### config.mk
export PLATFORM = sky130hd
export DESIGN_NAME = out_cmd_rx
export DESIGN_NICKNAME = d
export VERILOG_FILES = /design/src/rtl/out_cmd_rx.sv
export SDC_FILE = /design/constraint.sdc
export NUM_CORES = 1
export LEC_CHECK = 0
export ABC_AREA = 0
export ABC_CLOCK_PERIOD_IN_PS = 5600
export CORE_MARGIN = 8
export CORE_UTILIZATION = 59
export DETAILED_ROUTE_END_ITERATION = 6
export HOLD_SLACK_MARGIN = 0.1
export PLACE_DENSITY = 0.8
export SLEW_MARGIN = 20
export SYNTH_ARGS = -nofsm -noshare
export SYNTH_HDL_FRONTEND = slang
export SYNTH_SLANG_ARGS = --single-unit
### constraint.sdc
create_clock -name pclk_50M -period 5.6 [get_ports pclk_50M]
set_input_delay 1.4 -clock pclk_50M [delete_from_list [all_inputs] [get_ports pclk_50M]]
set_output_delay 1.4 -clock pclk_50M [all_outputs]
set_load 0.03 [all_outputs]
### src/rtl/out_cmd_rx.sv
// out_cmd_rx: SPI command receiver driving the 8x8 interlock output vectors.
// Define OUT_CMD_RX_INTERLOCK_EN to reject frames enabling a pair whose two channels are both on.
module out_cmd_rx #(
    parameter int unsigned TIMEOUT_CYC = 25_000_000
) (
    input  logic        pclk_50M,
    input  logic        rst_n,
    input  logic        spi_sclk,
    input  logic        spi_mosi,
    input  logic        spi_cs_n,
    output logic [1:8]  outP,
    output logic [1:28] out,
    output logic        frame_ok,
    output logic        frame_err,
    output logic        timeout,
    output logic [7:0]  err_cnt
);

    typedef enum logic [2:0] {
        IDLE,
        SHIFT,
        CHECK,
        COMMIT,
        REJECT
    } state_t;

    localparam logic [31:0] WD_LAST = TIMEOUT_CYC - 32'd1;

    state_t      state_q;
    logic [2:0]  sclk_q;
    logic [1:0]  mosi_q;
    logic [2:0]  cs_q;
    logic [55:0] sr_q;
    logic [5:0]  cnt_q;
    logic [31:0] wd_q;

    logic        sclk_rise;
    logic        cs_fall;
    logic        cs_rise;
    logic        wd_expire;
    logic [5:0]  cnt_d;
    logic [7:0]  f_hdr;
    logic [1:8]  f_outp;
    logic [1:28] f_out;
    logic [3:0]  f_pad;
    logic [7:0]  f_sum;
    logic        sum_ok;
    logic        ilk_ok;
    logic        frame_valid;

    // Bits [0],[1] synchronise, bit [2] holds history for edge detection
    always_ff @(posedge pclk_50M or negedge rst_n) begin
        if (!rst_n) begin
            sclk_q <= '0;
            mosi_q <= '0;
            // Low reset: a cs_n held low across reset release is not a falling edge
            cs_q   <= '0;
        end else begin
            sclk_q <= {sclk_q[1:0], spi_sclk};
            mosi_q <= {mosi_q[0], spi_mosi};
            cs_q   <= {cs_q[1:0], spi_cs_n};
        end
    end

    assign sclk_rise = sclk_q[1] & ~sclk_q[2];
    assign cs_fall   = ~cs_q[1] & cs_q[2];
    assign cs_rise   = cs_q[1] & ~cs_q[2];
    assign wd_expire = (wd_q == WD_LAST);
    assign cnt_d     = (cnt_q == 6'd63) ? cnt_q : cnt_q + 6'd1;

    assign f_hdr  = sr_q[55:48];
    assign f_outp = sr_q[47:40];
    assign f_out  = sr_q[39:12];
    assign f_pad  = sr_q[11:8];
    assign f_sum  = sr_q[7:0];

    assign sum_ok = (sr_q[47:40] ^ sr_q[39:32] ^ sr_q[31:24]
                   ^ sr_q[23:16] ^ sr_q[15:8]) == f_sum;

`ifdef OUT_CMD_RX_INTERLOCK_EN
    logic [1:28] pair_both;

    // Pair k = (i,j), i<j, enumerated column-wise: k = (j-1)(j-2)/2 + i
    for (genvar j = 2; j <= 8; j++) begin : g_hi
        for (genvar i = 1; i < j; i++) begin : g_lo
            assign pair_both[(j-1)*(j-2)/2 + i] = f_outp[i] & f_outp[j];
        end
    end

    assign ilk_ok = ~|(pair_both & f_out);
`else
    assign ilk_ok = 1'b1;
`endif

    assign frame_valid = (cnt_q == 6'd56)
                       && (f_hdr == 8'hA5)
                       && (f_pad == 4'h0)
                       && sum_ok
                       && ilk_ok;

    always_ff @(posedge pclk_50M or negedge rst_n) begin
        if (!rst_n) begin
            state_q   <= IDLE;
            sr_q      <= '0;
            cnt_q     <= '0;
            wd_q      <= '0;
            outP      <= '0;
            out       <= '0;
            frame_ok  <= 1'b0;
            frame_err <= 1'b0;
            timeout   <= 1'b0;
            err_cnt   <= '0;
        end else begin
            frame_ok  <= 1'b0;
            frame_err <= 1'b0;
            timeout   <= 1'b0;

            if (wd_expire) begin
                wd_q    <= '0;
                outP    <= '0;
                out     <= '0;
                timeout <= 1'b1;
            end else begin
                wd_q <= wd_q + 32'd1;
            end

            unique case (state_q)
                IDLE: begin
                    if (cs_fall) begin
                        sr_q    <= '0;
                        cnt_q   <= '0;
                        state_q <= SHIFT;
                    end
                end
                SHIFT: begin
                    if (cs_rise) begin
                        state_q <= CHECK;
                    end else if (sclk_rise) begin
                        sr_q  <= {sr_q[54:0], mosi_q[1]};
                        cnt_q <= cnt_d;
                    end
                end
                CHECK: begin
                    // A commit overrides a coincident watchdog clear
                    if (frame_valid) begin
                        outP     <= f_outp;
                        out      <= f_out;
                        frame_ok <= 1'b1;
                        timeout  <= 1'b0;
                        wd_q     <= '0;
                        state_q  <= COMMIT;
                    end else begin
                        frame_err <= 1'b1;
                        if (err_cnt != 8'hFF) begin
                            err_cnt <= err_cnt + 8'd1;
                        end
                        state_q <= REJECT;
                    end
                end
                COMMIT:  state_q <= IDLE;
                REJECT:  state_q <= IDLE;
                default: state_q <= IDLE;
            endcase
        end
    end

endmodule

### Yosys cells after proc, flatten, opt, wreduce, memory -nomap -nowiden

Index checks and enable logic that the tools add are counted.

* add/subtract/negate cells: 3
* eq/ne operators: 13
* muxes and demuxes: 29
* bitwise logic cells: 11
* reductions and logical operators: 10

Operators with widths (number)
* 56-bit two-way mux: 3
* 56-bit one-hot mux with 2 select lines: 1
* 32-bit two-way mux: 3
* 28-bit two-way mux: 3
* 32-bit by 1-bit adder with 32-bit output (second input constant): 1
* 32-bit by 25-bit equality test with 1-bit output (second input constant): 1
* 8-bit XOR: 4
* 6-bit two-way mux: 4
* 8-bit two-way mux: 3
* 6-bit equality test (second input constant): 2
* 6-bit one-hot mux with 2 select lines: 1
* 2-bit != test (second input constant): 5
* 3-bit two-way mux: 3
* 3-bit one-hot mux with 3 select lines: 1
* 8-bit by 1-bit adder with 8-bit output (second input constant): 1
* 8-bit equality test: 1
* 8-bit equality test (second input constant): 1
* 8-bit != test (second input constant): 1
* 1-bit two-way mux: 7
* 6-bit by 1-bit adder with 6-bit output (second input constant): 1
* 5-bit AND reduction: 1
* 4-bit logical NOT: 1
* 1-bit inverter: 4
* 4-bit AND reduction: 1
* 8 further kinds: 12

* flip-flop bits (word level): 152
* output and inout port bits: 47

### Depth between registers and ports, before layout

* word-level depth: 8
* gate-level depth with buffers: 10
* depth with buffers taken out: 8

### Worst setup path before layout

No wires, ideal clock.

* path kind: register to register
* start point: register sr_q[11]
* end point: register err_cnt[1]
* library setup time: 0.125 ns
* arrival: 2.040 ns
* required time: 5.475 ns
* setup slack: 3.435 ns
* stages on the path, launching flop included: 7
* path buffers: 0
* period minus slack after synthesis: 2.165 ns
* cell sequence: dfrtp_1 xnor2_1 xnor3_1 nor4_2 nand4b_1 nand2_1 mux2_2

* longest elaborated chain between the ends: 5

RTL lines
* start: declaration: line 33 `logic [55:0] sr_q;`
* start signal: assignment: line 139 `sr_q <= {sr_q[54:0], mosi_q[1]};`
* 8-bit XOR / 4-bit logical NOT (equally long branches): line 78, 97
* 8-bit equality test / 1-bit logical AND (equally long branches): line 78, 97
* 1-bit logical AND *: line 98 `&& sum_ok`
* 1-bit inverter (no source line) *
* 3-bit AND reduction (no source line) *
* end signal: assignment: line 155 `err_cnt <= err_cnt + 8'd1;`
* end: declaration: line 16 `output logic [7:0] err_cnt`

Mark *: on every way between the ends. The rest lies on a longest branch, timed or not.
A chain may end at the register's enable or synchronous reset.

### Worst setup path after layout

* start point: register err_cnt[2]
* end point: output err_cnt[2]

No word-level cell between the ends.

==> reports/metrics.csv <==
stage,metric,value,unit
clock_network,clk buf depth,2,
drt,DRT antenna net count,0,
yosys,Compound-Gate Fraction of Synth Area,6.34,%
yosys,Main synth FF type,dfrtp_1,
yosys,Adder-Cell Fraction of Synth Area,0.744,%
final_layout,post-layout net count,711,
sta,Worst Skew,9.84,ps
clock_network,Setup Buffers After CTS,0,
final_layout,Final Core Density,70.7,%
sta,Final Setup Violations,0,
yosys,largest family of logic cells by synthesized area,simple AND/OR/NAND/NOR gates,
hold_path,hold endpoint,mosi_q[1],
yosys,main area contributors after synthesis,"dfrtp_1, nand3_1, xnor2_1, o21ai_0, nand2_1",
yosys,sequential area share after synthesis,56.5,%
die,Die Y,123,um
clock_network,cts-stage hold buffer count,0,
job,Max Cap Viol,0,
worst_setup_path,critical path class,flip-flop to primary output,
sta,Max transition margin,34.7,%
global_routing,largest net degree at the start of global routing,110,
worst_setup_path,R2R depth,8,
yosys,xor/xnor share of the synthesized area,11.1,%
worst_setup_path,Reg2Reg Setup Slack,2760,ps
sta,Worst-Margin Slew,980,ps
sta,period utilization,52.6,%
yosys,Avg Inst Size Synth,10.2,um^2
worst_setup_path,slowest CP cell,clkdlybuf4s50_1,
placement,Place WS,2200,ps
global_routing,vias in the first global route,4878,
die,Die ar.,15100,um^2
run_status,status,finished clean,
drt,WL final,14500,um
global_routing,first-pass GRT wire length,24300,um
sta,final number of max-transition violations,0,
sta,RSZ-0062 raised after global routing,no,
global_routing,GR Overflow Total,0,
final_layout,Area Growth Syn to Fin,18.5,%
die,IO Pins,52,
yosys,Unique masters post-synth,38,
sta,post-route minimum period,2950,ps
placement,Port Buf Inserts,51,
power,Leak Pwr,0.00360,uW
die,Starting Density,59.7,%
clock_network,Clk Tree Root Cell,clkbuf_16,
hold_path,WHS Path Cells,0,
yosys,most frequent cell after synthesis,dfrtp_1,
worst_setup_path,Startpoint Class,flip-flop,
die,Core Region,11300,um^2
sta,Final Hold Vio Count,0,
sta,Max Clock Freq,340,MHz
worst_setup_path,CP Cell Sequence,clkdlybuf4s50_1,
clock_network,H-Tree Depth,4,
final_layout,layout cell share with drive strength beyond 1,6.01,%
power,Peak VDD IR,0.229,mV
final_layout,Diodes inserted,0,
worst_setup_path,FF-to-FF End,outP[7],
yosys,Post-synth EDFFs,0,
worst_setup_path,Worst Setup End Kind,primary output,
yosys,mux contribution to synthesized area,0.167,%
global_routing,initial antenna violation count,0,
clock_network,clk slew on worst S/H paths,60,ps
hold_path,worst min path class,flip-flop to flip-flop,
yosys,Simple-Gate Fraction of Synth Area,20.6,%
clock_network,post_cts resized,0,
yosys,Mapped Area,6730,um^2
power,power per cell area,325,nW/um^2
drt,drt drc,0,
worst_setup_path,CP required,4200,ps
worst_setup_path,Worst Path Max Fanout,6,
worst_setup_path,WP buf/inv,1,
sta,TNS Setup,0,ps
clock_network,CTS tree,done,
worst_setup_path,Worst path top cell family by delay,buffers and inverters,
placement,hpwl dp,9410,um
yosys,Post-Syn Nets,669,
drt,Initial DRT Pass Iterations,5,
clock_network,CTS sink cnt,152,
placement,Routability Congestion,0.812,
yosys,synthesized instance count,660,
die,Die X,123,um
yosys,yosys warns,0,
sta,final setup margin,2650,ps
worst_setup_path,critical path arrival,1550,ps
yosys,Synth area leader,dfrtp_1,
die,Rows,39,
yosys,top post-synthesis cells by count,"dfrtp_1, nand3_1, nand2_1",
global_routing,total track usage,20.7,%
worst_setup_path,reg2reg start,cnt_q[2],
yosys,Yosys reg bits,152,
drt,DR WL/cell,16.9,um
hold_path,min-delay src,mosi_q[0],
yosys,area fraction of the dominant cell type after synthesis,56.5,%
drt,via/cell ratio,5.79,
clock_network,Inserted Clock Buffers,17,
clock_network,Worst-Skew Late Latency,430,ps
drt,Iter 0 DRT Violations,386,
worst_setup_path,max incr delay on CP,700,ps
yosys,Post-synth ARST share,100,%
drt,via count,4965,
where the power goes:
part / total, uW / switching, uW / internal (uW)
Combinational: 206 / 143 / 63.5
Sequential: 1160 / 29.7 / 1130
Clock: 1230 / 427 / 802
Total: 2590 / 600 / 1990
layout make-up:
class / instances / area, um^2
well taps: 143 / 179
multi-input cells: 435 / 2640
fillers: 792 / 3300
clock inverters: 8 / 140
flip-flops and latches: 152 / 3800
repair buffers: 56 / 553
inverters: 40 / 150
clock buffers: 24 / 502
layout by cell type, fill, tap and decap left out, types with 2 or more instances in the layout:
cell type,count
and2_1,6
and3_1,14
and4_1,8
buf_4,4
buf_6,2
bufinv_16,4
clkbuf_1,2
clkbuf_16,17
clkbuf_8,5
clkdlybuf4s50_1,50
clkinv_2,4
dfrtp_1,152
ha_1,4
inv_1,40
nand2_1,51
nand2b_1,2
nand3_1,116
nand3b_1,2
nand4_1,9
nand4b_1,2
nor2_1,40
nor2b_1,2
nor3_1,5
nor3b_1,2
nor4_1,4
nor4_2,2
nor4b_1,2
o21ai_0,45
o21ai_1,30
o31ai_1,2
or3_1,2
or4_1,2
xnor2_1,44
xnor3_1,8
xor2_1,21
registers in the layout, indices dropped and copies added, names as in the netlist, 2 cells and up:
name     flops
sclk_q       3
cnt_q        6
outP         8
out         28
err_cnt      8
state_q      3
mosi_q       2
wd_q        32
cs_q         3
sr_q        56
stage by stage:
step                instance area (um^2)  total power [uW]  hold slack, ps  cells
global route                        7970              2690             356    858
CTS                                 7950              2610             347    857
finish                              7970              2590             347    858
global placement                    7310              1380             332    825
detailed placement                  7310              1380             335    825
floorplan                           6730              1300             331    660
how the worst max path moves through the flow:
stage               slack [ps]         end       start  depth (start not counted)
finish                    2650  err_cnt[2]  err_cnt[2]                          1
global route              2540     outP[7]    cnt_q[2]                          8
CTS                       2180     outP[7]    cnt_q[2]                          7
detailed placement        2200     outP[7]    cnt_q[2]                          7
global placement          2300     outP[7]    cnt_q[2]                          7
floorplan                 3440  err_cnt[1]    sr_q[11]                          6
logic make-up after synthesis:
logic type      after synthesis
compound gates               82
simple gates                275
flops                       152
mux                           1
xor+xnor                     73
fa+ha+maj                     4
buf+inv                      73
layer usage:
metal / track usage [%] / vias to the layer above / wire [um]
li1: - / 2340 / -
met1: 26.8 / 2462 / 6300
met2: 32.5 / 138 / 7100
met3: 4.88 / 25 / 747
met4: 9.75 / 0 / 338
met5: 0 / - / 0
(Power assumes the default switching activity.)
